File: config.mk
export PLATFORM = sky130hd
export DESIGN_NAME = apb_requester_flat
export DESIGN_NICKNAME = d
export VERILOG_FILES = /design/src/rtl/apb_requester_if.sv /design/src/rtl/apb_requester.sv /design/src/flat_wrapper.sv
export SDC_FILE = /design/constraint.sdc
export NUM_CORES = 1
export LEC_CHECK = 0
export ABC_AREA = 1
export ABC_CLOCK_PERIOD_IN_PS = 2330
export BUFFER_PORTS_ARGS = -buffer_cell sky130_fd_sc_hd__buf_2
export CAP_MARGIN = 0
export CELL_PAD_IN_SITES_DETAIL_PLACEMENT = 0
export CELL_PAD_IN_SITES_GLOBAL_PLACEMENT = 1
export CORE_MARGIN = 1
export CORE_UTILIZATION = 34
export CTS_BUF_LIST = sky130_fd_sc_hd__clkbuf_16
export DETAILED_ROUTE_END_ITERATION = 8
export PLACE_DENSITY = 0.84
export SLEW_MARGIN = 20
export SYNTH_ARGS = -nofsm -noshare
export SYNTH_HDL_FRONTEND = slang
export SYNTH_SLANG_ARGS = --single-unit
File: constraint.sdc
create_clock -name clk -period 2.33 [get_ports clk]
set_input_delay 0.3495 -clock clk [delete_from_list [all_inputs] [get_ports clk]]
set_output_delay 0.3495 -clock clk [all_outputs]
set_load 0.02 [all_outputs]
File: src/rtl/apb_requester_if.sv
// Bundles the command stream, response stream and APB bus of apb_requester.
// The master modport is the requester's view; slave is the view of whatever surrounds it.
interface apb_requester_if #(
  parameter int ADDR_WIDTH = 16,
  parameter int DATA_WIDTH = 32
);
  logic                  cmd_valid;
  logic                  cmd_ready;
  logic                  cmd_write;
  logic [ADDR_WIDTH-1:0] cmd_addr;
  logic [DATA_WIDTH-1:0] cmd_wdata;

  logic                  rsp_valid;
  logic                  rsp_ready;
  logic [DATA_WIDTH-1:0] rsp_rdata;
  logic                  rsp_err;
  logic                  rsp_timeout;

  logic [ADDR_WIDTH-1:0] paddr;
  logic                  pwrite;
  logic                  psel;
  logic                  penable;
  logic [DATA_WIDTH-1:0] pwdata;
  logic                  pready;
  logic [DATA_WIDTH-1:0] prdata;
  logic                  pslverr;

  modport master (
    input  cmd_valid, cmd_write, cmd_addr, cmd_wdata,
    output cmd_ready,
    output rsp_valid, rsp_rdata, rsp_err, rsp_timeout,
    input  rsp_ready,
    output paddr, pwrite, psel, penable, pwdata,
    input  pready, prdata, pslverr
  );

  modport slave (
    output cmd_valid, cmd_write, cmd_addr, cmd_wdata,
    input  cmd_ready,
    input  rsp_valid, rsp_rdata, rsp_err, rsp_timeout,
    output rsp_ready,
    input  paddr, pwrite, psel, penable, pwdata,
    output pready, prdata, pslverr
  );
endinterface

File: src/rtl/apb_requester.sv
// APB initiator: turns one valid/ready command into one APB transfer and returns
// its result on a valid/ready response channel. Every output is a flop.
module apb_requester #(
  parameter int ADDR_WIDTH     = 16,
  parameter int DATA_WIDTH     = 32,
  parameter int TIMEOUT_CYCLES = 255
) (
  input logic              clk,
  input logic              preset_n,
  apb_requester_if.master  bus
);

  localparam int CNT_W = (TIMEOUT_CYCLES > 0) ? $clog2(TIMEOUT_CYCLES + 1) : 1;
  localparam logic [CNT_W-1:0] CNT_MAX = {CNT_W{1'b1}};
  localparam logic [CNT_W-1:0] TO_LIM  = CNT_W'(TIMEOUT_CYCLES);
  localparam bit               TO_EN   = (TIMEOUT_CYCLES != 0);

  localparam logic [1:0] S_IDLE   = 2'd0;
  localparam logic [1:0] S_SETUP  = 2'd1;
  localparam logic [1:0] S_ACCESS = 2'd2;
  localparam logic [1:0] S_RESP   = 2'd3;

  logic [1:0]            state_q, state_d;
  logic [CNT_W-1:0]      cnt_q, cnt_d;
  logic                  cmd_ready_q, cmd_ready_d;
  logic                  rsp_valid_q, rsp_valid_d;
  logic [DATA_WIDTH-1:0] rsp_rdata_q, rsp_rdata_d;
  logic                  rsp_err_q, rsp_err_d;
  logic                  rsp_timeout_q, rsp_timeout_d;
  logic [ADDR_WIDTH-1:0] paddr_q, paddr_d;
  logic                  pwrite_q, pwrite_d;
  logic                  psel_q, psel_d;
  logic                  penable_q, penable_d;
  logic [DATA_WIDTH-1:0] pwdata_q, pwdata_d;

  logic [CNT_W-1:0]      cnt_inc;
  logic                  timeout_hit;

  // Saturating increment; the abort fires when this wait cycle would reach the limit.
  assign cnt_inc     = (cnt_q == CNT_MAX) ? cnt_q : cnt_q + 1'b1;
  assign timeout_hit = TO_EN && (cnt_inc == TO_LIM);

  always_comb begin
    state_d       = state_q;
    cnt_d         = cnt_q;
    cmd_ready_d   = cmd_ready_q;
    rsp_valid_d   = rsp_valid_q;
    rsp_rdata_d   = rsp_rdata_q;
    rsp_err_d     = rsp_err_q;
    rsp_timeout_d = rsp_timeout_q;
    paddr_d       = paddr_q;
    pwrite_d      = pwrite_q;
    psel_d        = psel_q;
    penable_d     = penable_q;
    pwdata_d      = pwdata_q;

    case (state_q)
      S_IDLE: begin
        if (bus.cmd_valid) begin
          cmd_ready_d = 1'b0;
          paddr_d     = bus.cmd_addr;
          pwrite_d    = bus.cmd_write;
          pwdata_d    = bus.cmd_write ? bus.cmd_wdata : '0;
          psel_d      = 1'b1;
          penable_d   = 1'b0;
          state_d     = S_SETUP;
        end
      end
      S_SETUP: begin
        penable_d = 1'b1;
        cnt_d     = '0;
        state_d   = S_ACCESS;
      end
      S_ACCESS: begin
        // pready is tested first so a completion on the limit cycle is never aborted.
        if (bus.pready) begin
          psel_d        = 1'b0;
          penable_d     = 1'b0;
          rsp_valid_d   = 1'b1;
          rsp_rdata_d   = pwrite_q ? '0 : bus.prdata;
          rsp_err_d     = bus.pslverr;
          rsp_timeout_d = 1'b0;
          state_d       = S_RESP;
        end else begin
          cnt_d = cnt_inc;
          if (timeout_hit) begin
            psel_d        = 1'b0;
            penable_d     = 1'b0;
            rsp_valid_d   = 1'b1;
            rsp_rdata_d   = '0;
            rsp_err_d     = 1'b1;
            rsp_timeout_d = 1'b1;
            state_d       = S_RESP;
          end
        end
      end
      S_RESP: begin
        if (bus.rsp_ready) begin
          rsp_valid_d = 1'b0;
          cmd_ready_d = 1'b1;
          state_d     = S_IDLE;
        end
      end
      default: begin
        psel_d      = 1'b0;
        penable_d   = 1'b0;
        rsp_valid_d = 1'b0;
        cmd_ready_d = 1'b1;
        state_d     = S_IDLE;
      end
    endcase
  end

  always_ff @(posedge clk or negedge preset_n) begin
    if (!preset_n) begin
      state_q       <= S_IDLE;
      cnt_q         <= '0;
      cmd_ready_q   <= 1'b1;
      rsp_valid_q   <= 1'b0;
      rsp_rdata_q   <= '0;
      rsp_err_q     <= 1'b0;
      rsp_timeout_q <= 1'b0;
      paddr_q       <= '0;
      pwrite_q      <= 1'b0;
      psel_q        <= 1'b0;
      penable_q     <= 1'b0;
      pwdata_q      <= '0;
    end else begin
      state_q       <= state_d;
      cnt_q         <= cnt_d;
      cmd_ready_q   <= cmd_ready_d;
      rsp_valid_q   <= rsp_valid_d;
      rsp_rdata_q   <= rsp_rdata_d;
      rsp_err_q     <= rsp_err_d;
      rsp_timeout_q <= rsp_timeout_d;
      paddr_q       <= paddr_d;
      pwrite_q      <= pwrite_d;
      psel_q        <= psel_d;
      penable_q     <= penable_d;
      pwdata_q      <= pwdata_d;
    end
  end

  assign bus.cmd_ready   = cmd_ready_q;
  assign bus.rsp_valid   = rsp_valid_q;
  assign bus.rsp_rdata   = rsp_rdata_q;
  assign bus.rsp_err     = rsp_err_q;
  assign bus.rsp_timeout = rsp_timeout_q;
  assign bus.paddr       = paddr_q;
  assign bus.pwrite      = pwrite_q;
  assign bus.psel        = psel_q;
  assign bus.penable     = penable_q;
  assign bus.pwdata      = pwdata_q;

endmodule
File: src/flat_wrapper.sv
// flat-port wrapper written by rule: the top's interface ports become plain ports
module apb_requester_flat 
#(
  parameter int ADDR_WIDTH     = 16,
  parameter int DATA_WIDTH     = 32,
  parameter int TIMEOUT_CYCLES = 255
)
  (clk, preset_n, bus_cmd_valid, bus_cmd_write, bus_cmd_addr, bus_cmd_wdata, bus_cmd_ready, bus_rsp_valid, bus_rsp_rdata, bus_rsp_err, bus_rsp_timeout, bus_rsp_ready, bus_paddr, bus_pwrite, bus_psel, bus_penable, bus_pwdata, bus_pready, bus_prdata, bus_pslverr);
  apb_requester_if #(.ADDR_WIDTH(ADDR_WIDTH), .DATA_WIDTH(DATA_WIDTH)) bus_i ();
  input logic clk;
  input logic preset_n;
  input wire logic [$bits(bus_i.cmd_valid)-1:0] bus_cmd_valid;
  input wire logic [$bits(bus_i.cmd_write)-1:0] bus_cmd_write;
  input wire logic [$bits(bus_i.cmd_addr)-1:0] bus_cmd_addr;
  input wire logic [$bits(bus_i.cmd_wdata)-1:0] bus_cmd_wdata;
  output wire logic [$bits(bus_i.cmd_ready)-1:0] bus_cmd_ready;
  output wire logic [$bits(bus_i.rsp_valid)-1:0] bus_rsp_valid;
  output wire logic [$bits(bus_i.rsp_rdata)-1:0] bus_rsp_rdata;
  output wire logic [$bits(bus_i.rsp_err)-1:0] bus_rsp_err;
  output wire logic [$bits(bus_i.rsp_timeout)-1:0] bus_rsp_timeout;
  input wire logic [$bits(bus_i.rsp_ready)-1:0] bus_rsp_ready;
  output wire logic [$bits(bus_i.paddr)-1:0] bus_paddr;
  output wire logic [$bits(bus_i.pwrite)-1:0] bus_pwrite;
  output wire logic [$bits(bus_i.psel)-1:0] bus_psel;
  output wire logic [$bits(bus_i.penable)-1:0] bus_penable;
  output wire logic [$bits(bus_i.pwdata)-1:0] bus_pwdata;
  input wire logic [$bits(bus_i.pready)-1:0] bus_pready;
  input wire logic [$bits(bus_i.prdata)-1:0] bus_prdata;
  input wire logic [$bits(bus_i.pslverr)-1:0] bus_pslverr;
  assign bus_i.cmd_valid = bus_cmd_valid;
  assign bus_i.cmd_write = bus_cmd_write;
  assign bus_i.cmd_addr = bus_cmd_addr;
  assign bus_i.cmd_wdata = bus_cmd_wdata;
  assign bus_cmd_ready = bus_i.cmd_ready;
  assign bus_rsp_valid = bus_i.rsp_valid;
  assign bus_rsp_rdata = bus_i.rsp_rdata;
  assign bus_rsp_err = bus_i.rsp_err;
  assign bus_rsp_timeout = bus_i.rsp_timeout;
  assign bus_i.rsp_ready = bus_rsp_ready;
  assign bus_paddr = bus_i.paddr;
  assign bus_pwrite = bus_i.pwrite;
  assign bus_psel = bus_i.psel;
  assign bus_penable = bus_i.penable;
  assign bus_pwdata = bus_i.pwdata;
  assign bus_i.pready = bus_pready;
  assign bus_i.prdata = bus_prdata;
  assign bus_i.pslverr = bus_pslverr;
  apb_requester #(.ADDR_WIDTH(ADDR_WIDTH), .DATA_WIDTH(DATA_WIDTH), .TIMEOUT_CYCLES(TIMEOUT_CYCLES)) u_core (.clk(clk), .preset_n(preset_n), .bus(bus_i));
endmodule
== Word level (Yosys, flattened, before mapping) ==
Index checks and enable logic that the tools add are counted.

* $add $sub $neg: 1
* Multipliers: 0
* Divide/modulo/power cells: 0
* Order comparisons: 0
* Eq/ne operators: 9
* Shift-type cells: 0
* Mux-type cells: 26
* Bitwise operators: 0
* Reductions and logical operators: 15

{| class="wikitable"
|+ Operator list
! kind !! count
|-
| $mux 32 || 4
|-
| $eq 8x8->1 const B || 2
|-
| $mux 8 || 2
|-
| $pmux 8 s2 || 1
|-
| $reduce_and 3->1 || 5
|-
| $mux 1 || 10
|-
| $reduce_bool 2->1 || 5
|-
| $add 8x1->8 const B || 1
|-
| $mux 2 || 4
|-
| $pmux 2 s4 || 1
|-
| $ne 2x2->1 const B || 3
|-
| $pmux 1 s2 || 3
|-
| $reduce_and 2->1 || 3
|-
| $eq 2x2->1 const B || 2
|-
| $ne 3x2->1 const B || 1
|-
| $pmux 1 s3 || 1
|-
| $reduce_bool 3->1 || 1
|-
| $eq 2x1->1 const B || 1
|-
| $logic_not 2->1 || 1
|}

* Flip-flop bits (word level): 97
* Bits in latches: 0
* RAM bits: 0
* ROM bits: 0
* Bits of input ports: 87
* Output and inout port bits: 87
* Word-level logic and storage cells: 63
* Memories: 0

== Logic depth before layout (Yosys ltp) ==
Gate-level depths: netlist (run 1).

* Word-level depth: 6
* Gate-level depth with buffers: 14

== Worst setup path after synthesis (run 1) ==
Ideal clock, no wire load.

* Kind: register -> register
* Start: register u_core.cnt_q[0]
* End: register u_core.rsp_rdata_q[0], in the netlist u_core.bus.rsp_rdata[0]
* Data arrival time: 1.600 ns
* Data required time: 2.213 ns
* Setup slack: 0.612 ns
* Stages on the path, launching flop included: 15
* Path buffers: 1
* Period minus slack after synthesis: 1.718 ns
* Path through: dfrtp_1 ha_1 nand3_1 inv_2 nand2_2 nand2_1 nand2_1 nand2_1 nor2_1 nand2_1 nand2_2 nand2_4 buf_6 nand2_1 nand2_1

* Longest elaborated chain between the ends: 5
* Elaborated cells between the ends (all ways): 6

{| class="wikitable"
|+ RTL lines
! what !! RTL line !! source
|-
| start: declaration || apb_requester.sv:24 || <nowiki>logic [CNT_W-1:0] cnt_q, cnt_d;</nowiki>
|-
| start signal: assignment || apb_requester.sv:130 || <nowiki>cnt_q <= cnt_d;</nowiki>
|-
| $add 8x1->8 or $eq 8x8->1 (tied branches) || apb_requester.sv:40 || <nowiki>assign cnt_inc = (cnt_q == CNT_MAX) ? cnt_q : cnt_q + 1'b1;</nowiki>
|-
| $mux 8 (*) || apb_requester.sv:40 ||
|-
| $eq 8x8->1 (*) || apb_requester.sv:41 || <nowiki>assign timeout_hit = TO_EN && (cnt_inc == TO_LIM);</nowiki>
|-
| $reduce_bool 2->1 (no line) (*) || - ||
|-
| $reduce_and 2->1 (no line) (*) || - ||
|-
| end signal: assignment || apb_requester.sv:133 || <nowiki>rsp_rdata_q <= rsp_rdata_d;</nowiki>
|-
| end: declaration || apb_requester.sv:27 || <nowiki>logic [DATA_WIDTH-1:0] rsp_rdata_q, rsp_rdata_d;</nowiki>
|}

Mark *: on every way between the ends. The rest lies on a longest branch, timed or not.
A chain may end at the register's enable or synchronous reset.

== Worst setup path in the final report (run 1) ==
* Start: register u_core.cnt_q[1]
* End: register u_core.rsp_rdata_q[18], in the netlist u_core.bus.rsp_rdata[18]

Same word-level chain as after synthesis.

==> metrics.cfg, run 1 <==
[run_status]
outcome = complete, no violations

[pwr]
sw_frac_of_total = 0.428
power.density_nw_per_um2 = 1360
p_sw_mw = 3.19
p_leak_nw = 3.12
clkPwrFrac = 0.189
power_frac_comb = 0.430
intPower_mw = 4.26
pwr-share-seq = 0.381
design_power_total_mw = 7.45
vdd_drop_max_mv = 0.795

[cts]
cts.reportedPaths.clkPinSlew_ns = 0.06
clock_sinks = 97
numCtsBuffers = 9
root_buffer = clkbuf_16
htree_levels = 3
clk_latency_ns = 0.34
postCtsSetupRepairBufs = 0
ctsResizeCount = 0
cts-hold-fix-buffers = 1
tritoncts = done
cts_max_path_buffers = 2

[timing]
worst_pin_slew_ns = 0.973
fmax_mhz = 500
layout_min_cycle_time_ns = 2.00
clock_skew_ns = 0.00721
hold_violations = 0
slew_headroom = 0.350
fin_crit_sh = 0.858
final_max_slew_viol_count = 0
fin_ws_ns = 0.330
setup-tns-final_ns = 0
finalSetupViolations = 0
grt_setup_unrepaired = no

[detailed_routing]
drt_iter0_drc = 232
routed_wl_mm = 10.6
detail_route.wl_per_cell_um = 13.0
vias = 3876
firstDrtPassIters = 5
postRouteAntennaNets = 0
drc_errors = 0
avgViaCountPerCell = 4.76

[finish]
area_delta_synth_final_pct = 30.4
fillers = 1184
drive_gt1_frac = 0.297
fin_cells = 814
antenna_cells = 0
finalNetCount = 756

[worst_setup_path]
crit_path_max_fanout = 34
worstSetupPathType = flip-flop to flip-flop
worstPathRequired_ns = 2.56
slowest_delay_ns = 0.40
crit_path_top_delay_cell = dfrtp_1
worstSetupStartpointType = flip-flop
worstSetupEndpointType = flip-flop
path_delay_family = simple AND/OR/NAND/NOR gates
path_cells = ha_1 > nand3_1 > inv_2 > nand2_2 > nand2_1 > nand2_1 > nor2_1 > nand2_1 > nand2_2 > nand2_4 > nand2_1 > nand2_1
worstPathArrival_ns = 2.23
crit_top_cell = nand2_1
path_buf_inv = 1

[global_route]
grt_pass1_vias = 3834
grt_overflow_total = 0
grt_max_degree = 82
antenna_found_initial = 0
grt_first_pass_wirelength_mm = 17.5
grtUsageTotal = 0.171

[place]
port_buffers = 173
place_ws_ns = 0.325
gp_congestion = 0.898
dp.cells = 799
dpl.hpwl_mm = 7.40

[logic_synthesis]
async_flop_share = 1.00
synth_top_cell_by_area = dfrtp_1
synth_nets = 594
yosys.area.top_type_share = 0.572
ys_types = 21
synth_seq_cells = 97
ys_warn_count = 0
synth_edf_count = 0
synthTopCellsByArea = dfrtp_1 (57%), nand2_1 (21%), nand4_1 (5.1%), o21ai_0 (4.9%), nand3_1 (2.1%)
synthCells = 502
postSynthAreaPerCell_sq_um = 8.37
synth.most_common_cell = nand2_1
synthFlopType = dfrtp_1
synthTopCellsByCount = nand2_1 (238), dfrtp_1 (96), o21ai_0 (41)
synth_area_sq_um = 4200
ys_seq_area_frac = 0.578

[die]
die_h_um = 113
row_count = 40
pin_count = 174
die_area_sq_um = 12800
start_util = 0.350
coreArea_sq_um = 12000
fp.dieW_um = 113

[run]
drv_cap = 0

[hold_path]
hp-class = input pin to flip-flop

## cell families after synthesis
| group | share of synthesized area |
|---|---|
| buf+inv | 0.0506 |
| simple gates | 0.303 |
| compound gates | 0.0512 |
| fa+ha+maj | 0.0149 |
| xor+xnor | 0.00208 |
| flops | 0.578 |
## tightest hold or removal path: cells and delay by family
| kind | cells | cell delay, ns |
|---|---|---|
| and+or+nand+nor | 2 | 0.09 |
| buffers and inverters | 1 | 0.07 |
## layout make-up
class                           count  area, sq um  area share
Timing Repair Buffer              180          948       0.173
Sequential cell                    97         2430       0.443
Tap cell                          147          184      0.0336
Clock inverter                      5         50.0     0.00914
Inverter                           21         78.8      0.0144
Clock buffer                        9          225      0.0411
Multi-Input combinational cell    355         1560       0.285
## per-stage QoR
stage	util	hold WS, ns	area (sq um)
3_3_place_gp	0.432	0.198	5190
2_1_floorplan	-	0.0539	4200
5_1_grt	0.456	0.199	5480
3_5_place_dp	0.432	0.200	5190
6_report	0.456	0.201	5480
4_1_cts	0.456	0.187	5480
## routing by layer
layer,up-vias,track usage,share of wire
li1,1927,-,-
met1,1781,0.209,0.43
met2,156,0.274,0.47
met3,12,0.0664,0.092
met4,0,0.0632,0.012
met5,-,0,0
## registers in the layout, indices dropped and copies added (netlist names)
signal                  flops
u_core.bus.rsp_timeout      1
u_core.bus.pwdata          32
u_core.cnt_q                8
u_core.state_q              2
u_core.bus.pwrite           1
u_core.bus.penable          1
u_core.bus.rsp_err          1
u_core.bus.psel             1
u_core.bus.cmd_ready        1
u_core.bus.rsp_rdata       32
u_core.bus.paddr           16
u_core.bus.rsp_valid        1
## cells in the final DEF (no fill, tap or decap), types with 2 or more instances in the layout
| cell type | Yosys | routed |
|---|---|---|
| ha_1 | 5 | 5 |
| clkbuf_16 | 0 | 9 |
| buf_2 | 2 | 172 |
| nand2_1 | 238 | 237 |
| nand2_2 | 2 | 3 |
| nor2_1 | 11 | 11 |
| buf_4 | 0 | 5 |
| nand3_1 | 18 | 18 |
| clkinv_1 | 1 | 2 |
| inv_1 | 19 | 21 |
| o21ai_0 | 41 | 41 |
| nand4_1 | 34 | 34 |
| dfrtp_1 | 96 | 96 |
| buf_12 | 0 | 2 |
## worst paths after layout
kind	startpoint	to	slack (ns)	cells past startpoint
min reg2reg	u_core.bus.penable	u_core.bus.penable	0.47	2
max reg2reg	u_core.cnt_q[1]	u_core.bus.rsp_rdata[18]	0.33	12
min	bus_cmd_addr[6]	u_core.bus.paddr[6]	0.20	3
min in group asynchronous	preset_n	u_core.bus.paddr[13]	0.38	2
max in group asynchronous	preset_n	u_core.bus.rsp_rdata[30]	1.29	3
max	u_core.cnt_q[1]	u_core.bus.rsp_rdata[18]	0.33	12
## power by group through the flow
| stage | logic, mW | clock network, mW | registers (mW) |
|---|---|---|---|
| final | 3.20 | 1.41 | 2.84 |
| after global routing | 3.58 | 1.53 | 2.92 |
| after CTS | 3.25 | 1.47 | 2.84 |
| after detailed placement | 3.26 | 0 | 2.85 |
| after global placement | 3.20 | 0 | 2.83 |
| after floorplan | 1.24 | 0 | 3.68 |
(Power assumes the default switching activity.)
==> run 2, diff against run 1 <==
Settings changed: ABC_CLOCK_PERIOD_IN_PS 2330 to 2100, BUFFER_PORTS_ARGS -buffer_cell sky130_fd_sc_hd__buf_2 to unset, CORE_UTILIZATION 34 to 45, DONT_BUFFER_PORTS set to 1.
Clock period 2.33 ns to 2.1 ns, I/O delays scaled along.
==> metrics.cfg, run 2 (synthesis results as in run 1) <==
[global_route]
grtUsageTotal = 0.206
grt_first_pass_wirelength_mm = 15.8
antenna_found_initial = 0
grt_max_degree = 98
grt_overflow_total = 0
grt_pass1_vias = 3123

[finish]
multi_input_area_sq_um = 1600
fillers = 845
finalNetCount = 582
antenna_cells = 0
final_common_cell = nand2_1
regArea_sq_um = 2430
final_util = 0.511
area_delta_synth_final_pct = 8.19
fin_cells = 602
drive_gt1_frac = 0.0628
layout_common_cells = nand2_1 (235), dfrtp_1 (96), o21ai_0 (41)

[timing]
fmax_mhz = 512
final_max_slew_viol_count = 0
fin_ws_ns = 0.148
setup-tns-final_ns = 0
clock_skew_ns = 0.00785
layout_min_cycle_time_ns = 1.95
worst_pin_slew_ns = 0.518
fin_crit_sh = 0.929
holdWs_ns = -0.327
finalSetupViolations = 0
grt_setup_unrepaired = yes
slew_headroom = 0.652
hold_violations = 97

[cts]
clk_latency_ns = 0.33
cts.reportedPaths.clkPinSlew_ns = 0.07
htree_levels = 3
tritoncts = done
clock_sinks = 97
root_buffer = clkbuf_16
numCtsBuffers = 9
postCtsSetupRepairBufs = 0
cts_max_path_buffers = 2

[run_status]
outcome = finished, violations left
violations = hold timing

[detailed_routing]
drt_iter0_drc = 197
avgViaCountPerCell = 5.30
vias = 3193
firstDrtPassIters = 4
detail_route.wl_per_cell_um = 16.1
postRouteAntennaNets = 0
drc_errors = 0
routed_wl_mm = 9.70

[die]
start_util = 0.473
fp.dieW_um = 98.6
coreArea_sq_um = 8890
pin_count = 174
die_h_um = 98.6
die_area_sq_um = 9730
row_count = 34

[pwr]
power.density_nw_per_um2 = 1630
pwr-share-seq = 0.577
power_frac_comb = 0.223
p_sw_mw = 3.38
sw_frac_of_total = 0.455
clkPwrFrac = 0.200
intPower_mw = 4.05
vdd_drop_max_mv = 0.801
p_leak_nw = 2.34

[run]
drv_cap = 0

[worst_setup_path]
worstSetupStartpointType = flip-flop
worstSetupPathType = flip-flop to flip-flop
crit_path_max_fanout = 17
worstPathRequired_ns = 2.33
worstPathArrival_ns = 2.18
worstSetupEndpointType = flip-flop

[place]
dpl.hpwl_mm = 6.61
port_buffers = 0
place_ws_ns = 0.0796
dp.cells = 586
gp_congestion = 0.821

[hold_path]
hp-class = input pin to asynchronous set/reset pin

run 2: cell type report:
class | instances | area share
clock buffer | 9 | 0.0495
clock inverter | 6 | 0.00991
multi-input combinational | 356 | 0.351
sequential | 97 | 0.534
tap | 108 | 0.0297
timing repair buffer | 5 | 0.00826
inverter | 21 | 0.0173
run 2: worst max-delay path, stage by stage (launching register included):
cell and delay (ns):
dfrtp_1 0.40, ha_2 0.24, nand3_1 0.12, inv_2 0.10, nand2_2 0.10, nand2_1 0.11, nand3_1 0.07, nor2_1 0.14
nand2_2 0.10, nand2_4 0.14, nand2_4 0.15, nand2_1 0.11, nand2_1 0.05
run 2: final timing paths:
path                                   start  depth (start not counted)                       end  slack, ns
setup / recovery             u_core.cnt_q[1]                         12   u_core.bus.rsp_rdata[4]       0.15
hold / removal                      preset_n                          0  u_core.bus.rsp_rdata[31]      -0.33
setup reg to reg             u_core.cnt_q[1]                         12   u_core.bus.rsp_rdata[4]       0.15
hold reg to reg            u_core.state_q[0]                          2         u_core.state_q[0]       0.55
max in group asynchronous           preset_n                          0      u_core.bus.cmd_ready       2.24
min in group clk             bus_cmd_addr[8]                          2       u_core.bus.paddr[8]       0.09
run 2: timing repair:
item	CTS	global route
setup endpoints to repair	0	39
endpoints found under the hold margin	97	97
gates resized for setup	0	5
run 2: per-layer routing:
metal	GRT usage	part of all wire	vias up
li1	-	-	1581
met1	0.253	0.42	1463
met2	0.335	0.47	136
met3	0.0830	0.094	13
met4	0.0608	0.015	0
met5	0	0	-
run 2: power groups by stage:
stage	Sequential [mW]	Clock [mW]	Combinational, mW
finish	4.28	1.49	1.66
global route	4.39	1.60	1.96
CTS	4.30	1.52	1.64
detailed placement	4.31	0	1.66
global placement	4.30	0	1.54
floorplan	4.09	0	1.37
run 2: through the flow:
| stage | power [mW] | instance area, sq um |
|---|---|---|
| finish | 7.43 | 4550 |
| CTS | 7.46 | 4510 |
| global route | 7.95 | 4550 |
| global placement | 5.84 | 4240 |
| detailed placement | 5.96 | 4240 |
| floorplan | 5.46 | 4200 |
==> run 3, diff against run 2 <==
--- a/config.mk
+++ b/config.mk
@@ -17,4 +17,5 @@
 export DONT_BUFFER_PORTS = 1
 export PLACE_DENSITY = 0.84
+export SKIP_LAST_GASP = 1
 export SLEW_MARGIN = 20
 export SYNTH_ARGS = -nofsm -noshare
==> constraint.sdc (replaced) <==
create_clock -name clk -period 2.1 [get_ports clk]
set_input_delay 0.315 -clock clk [delete_from_list [all_inputs] [get_ports clk]]
set_output_delay 0.315 -clock clk [all_outputs]
set_load 0.1 [all_outputs]
==> metrics.cfg, run 3 (synthesis results as in run 1) <==
[die]
fp.dieW_um = 98.6
coreArea_sq_um = 8890
pin_count = 174
die_h_um = 98.6
start_util = 0.473
die_area_sq_um = 9730
row_count = 34

[place]
dpl.hpwl_mm = 6.83
place_ws_ns = 0.104
gp_congestion = 0.894
port_buffers = 0

[worst_setup_path]
worstSetupStartpoint = u_core.cnt_q[0]
crit_path_max_fanout = 17
r2r_slack_ns = 0.15
worstSetupPathType = flip-flop to flip-flop
rr_startpoint = u_core.cnt_q[0]
worstSetupStartpointType = flip-flop
worstPathArrival_ns = 2.17
worstSetupEndpointType = flip-flop
worstPathRequired_ns = 2.32

[detailed_routing]
postRouteAntennaNets = 0
routed_wl_mm = 9.91
firstDrtPassIters = 4
drt_iter0_drc = 179
avgViaCountPerCell = 5.11
drc_errors = 0
vias = 3519
detail_route.wl_per_cell_um = 14.4

[finish]
antenna_cells = 0
layout_common_cells = nand2_1 (236), dfrtp_1 (96), buf_4 (92)
fillers = 809
final_common_cell = nand2_1
final_util = 0.587
area_delta_synth_final_pct = 24.2
drive_gt1_frac = 0.203
finalNetCount = 669

[cts]
root_buffer = clkbuf_16
numCtsBuffers = 9
cts.reportedPaths.clkPinSlew_ns = 0.06
tritoncts = done
clock_sinks = 97
htree_levels = 3
clk_latency_ns = 0.33
cts_max_path_buffers = 2

[timing]
slew_headroom = 0.655
holdWs_ns = -0.320
layout_min_cycle_time_ns = 1.95
fmax_mhz = 513
fin_crit_sh = 0.928
clock_skew_ns = 0.00910
final_max_slew_viol_count = 0
worst_pin_slew_ns = 0.517
setup-tns-final_ns = 0
hold_violations = 97
fin_ws_ns = 0.151
finalSetupViolations = 0

[global_route]
grtUsageTotal = 0.211
grt_pass1_vias = 3446
antenna_found_initial = 0
grt_overflow_total = 0
grt_max_degree = 98
grt_first_pass_wirelength_mm = 16.4

[run]
drv_cap = 0

[hold_path]
hp-class = input pin to asynchronous set/reset pin

[run_status]
outcome = finished, violations left
violations = hold timing

[run 3: final timing paths]
check / end / cells after the start
worst max-delay path: u_core.bus.rsp_rdata[3] / 12
worst min-delay path: u_core.cnt_q[7] / 0
worst max register to register: u_core.bus.rsp_rdata[3] / 12
worst min register to register: u_core.bus.rsp_rdata[15] / 2
max in group asynchronous: u_core.bus.cmd_ready / 0
min in group clk: u_core.bus.paddr[0] / 2
[run 3: critical path, stage by stage, from the launching register on]
cell and delay [ns]:
dfrtp_1 0.41, ha_2 0.24, nand3_1 0.12, inv_2 0.10
nand2_2 0.10, nand2_1 0.11, nand3_1 0.07, nor2_1 0.10
nand2_1 0.13, nand2_4 0.14, nand2_4 0.16, nand2_1 0.11
nand2_1 0.05
[run 3: final cells by class]
class                      instances  area, sq um  area share
tap                              108          135      0.0259
multi-input combinational        356         1590       0.305
sequential                        97         2430       0.465
timing repair buffer              92          691       0.132
inverter                          21         78.8      0.0151
clock buffer                       9          225      0.0431
clock inverter                     6         68.8      0.0132
[run 3: repair_timing]
item | CTS | global route
hold endpoints to repair | 97 | 97
buffers inserted | 0 | 1
setup endpoints to repair | 0 | 37
resized for setup | 0 | 4
[run 3: per-stage QoR]
step	cell area (sq um)	cells
4_1_cts	5180	687
3_3_place_gp	4890	672
3_5_place_dp	4890	672
6_report	5220	689
2_1_floorplan	4200	502
5_1_grt	5220	689
[run 3: metal layers]
layer	up-vias	part of all wire	track usage	wire length [um]
met1	1621	0.41	0.257	4070
met5	-	0	0	0
li1	1755	-	-	-
met2	132	0.49	0.358	4850
met3	11	0.087	0.0787	866
met4	0	0.012	0.0505	122
Power of run 3 is left out: the tool's default activity adds up to more than one toggle a clock period on the data nets, which glitch-free logic cannot reach.
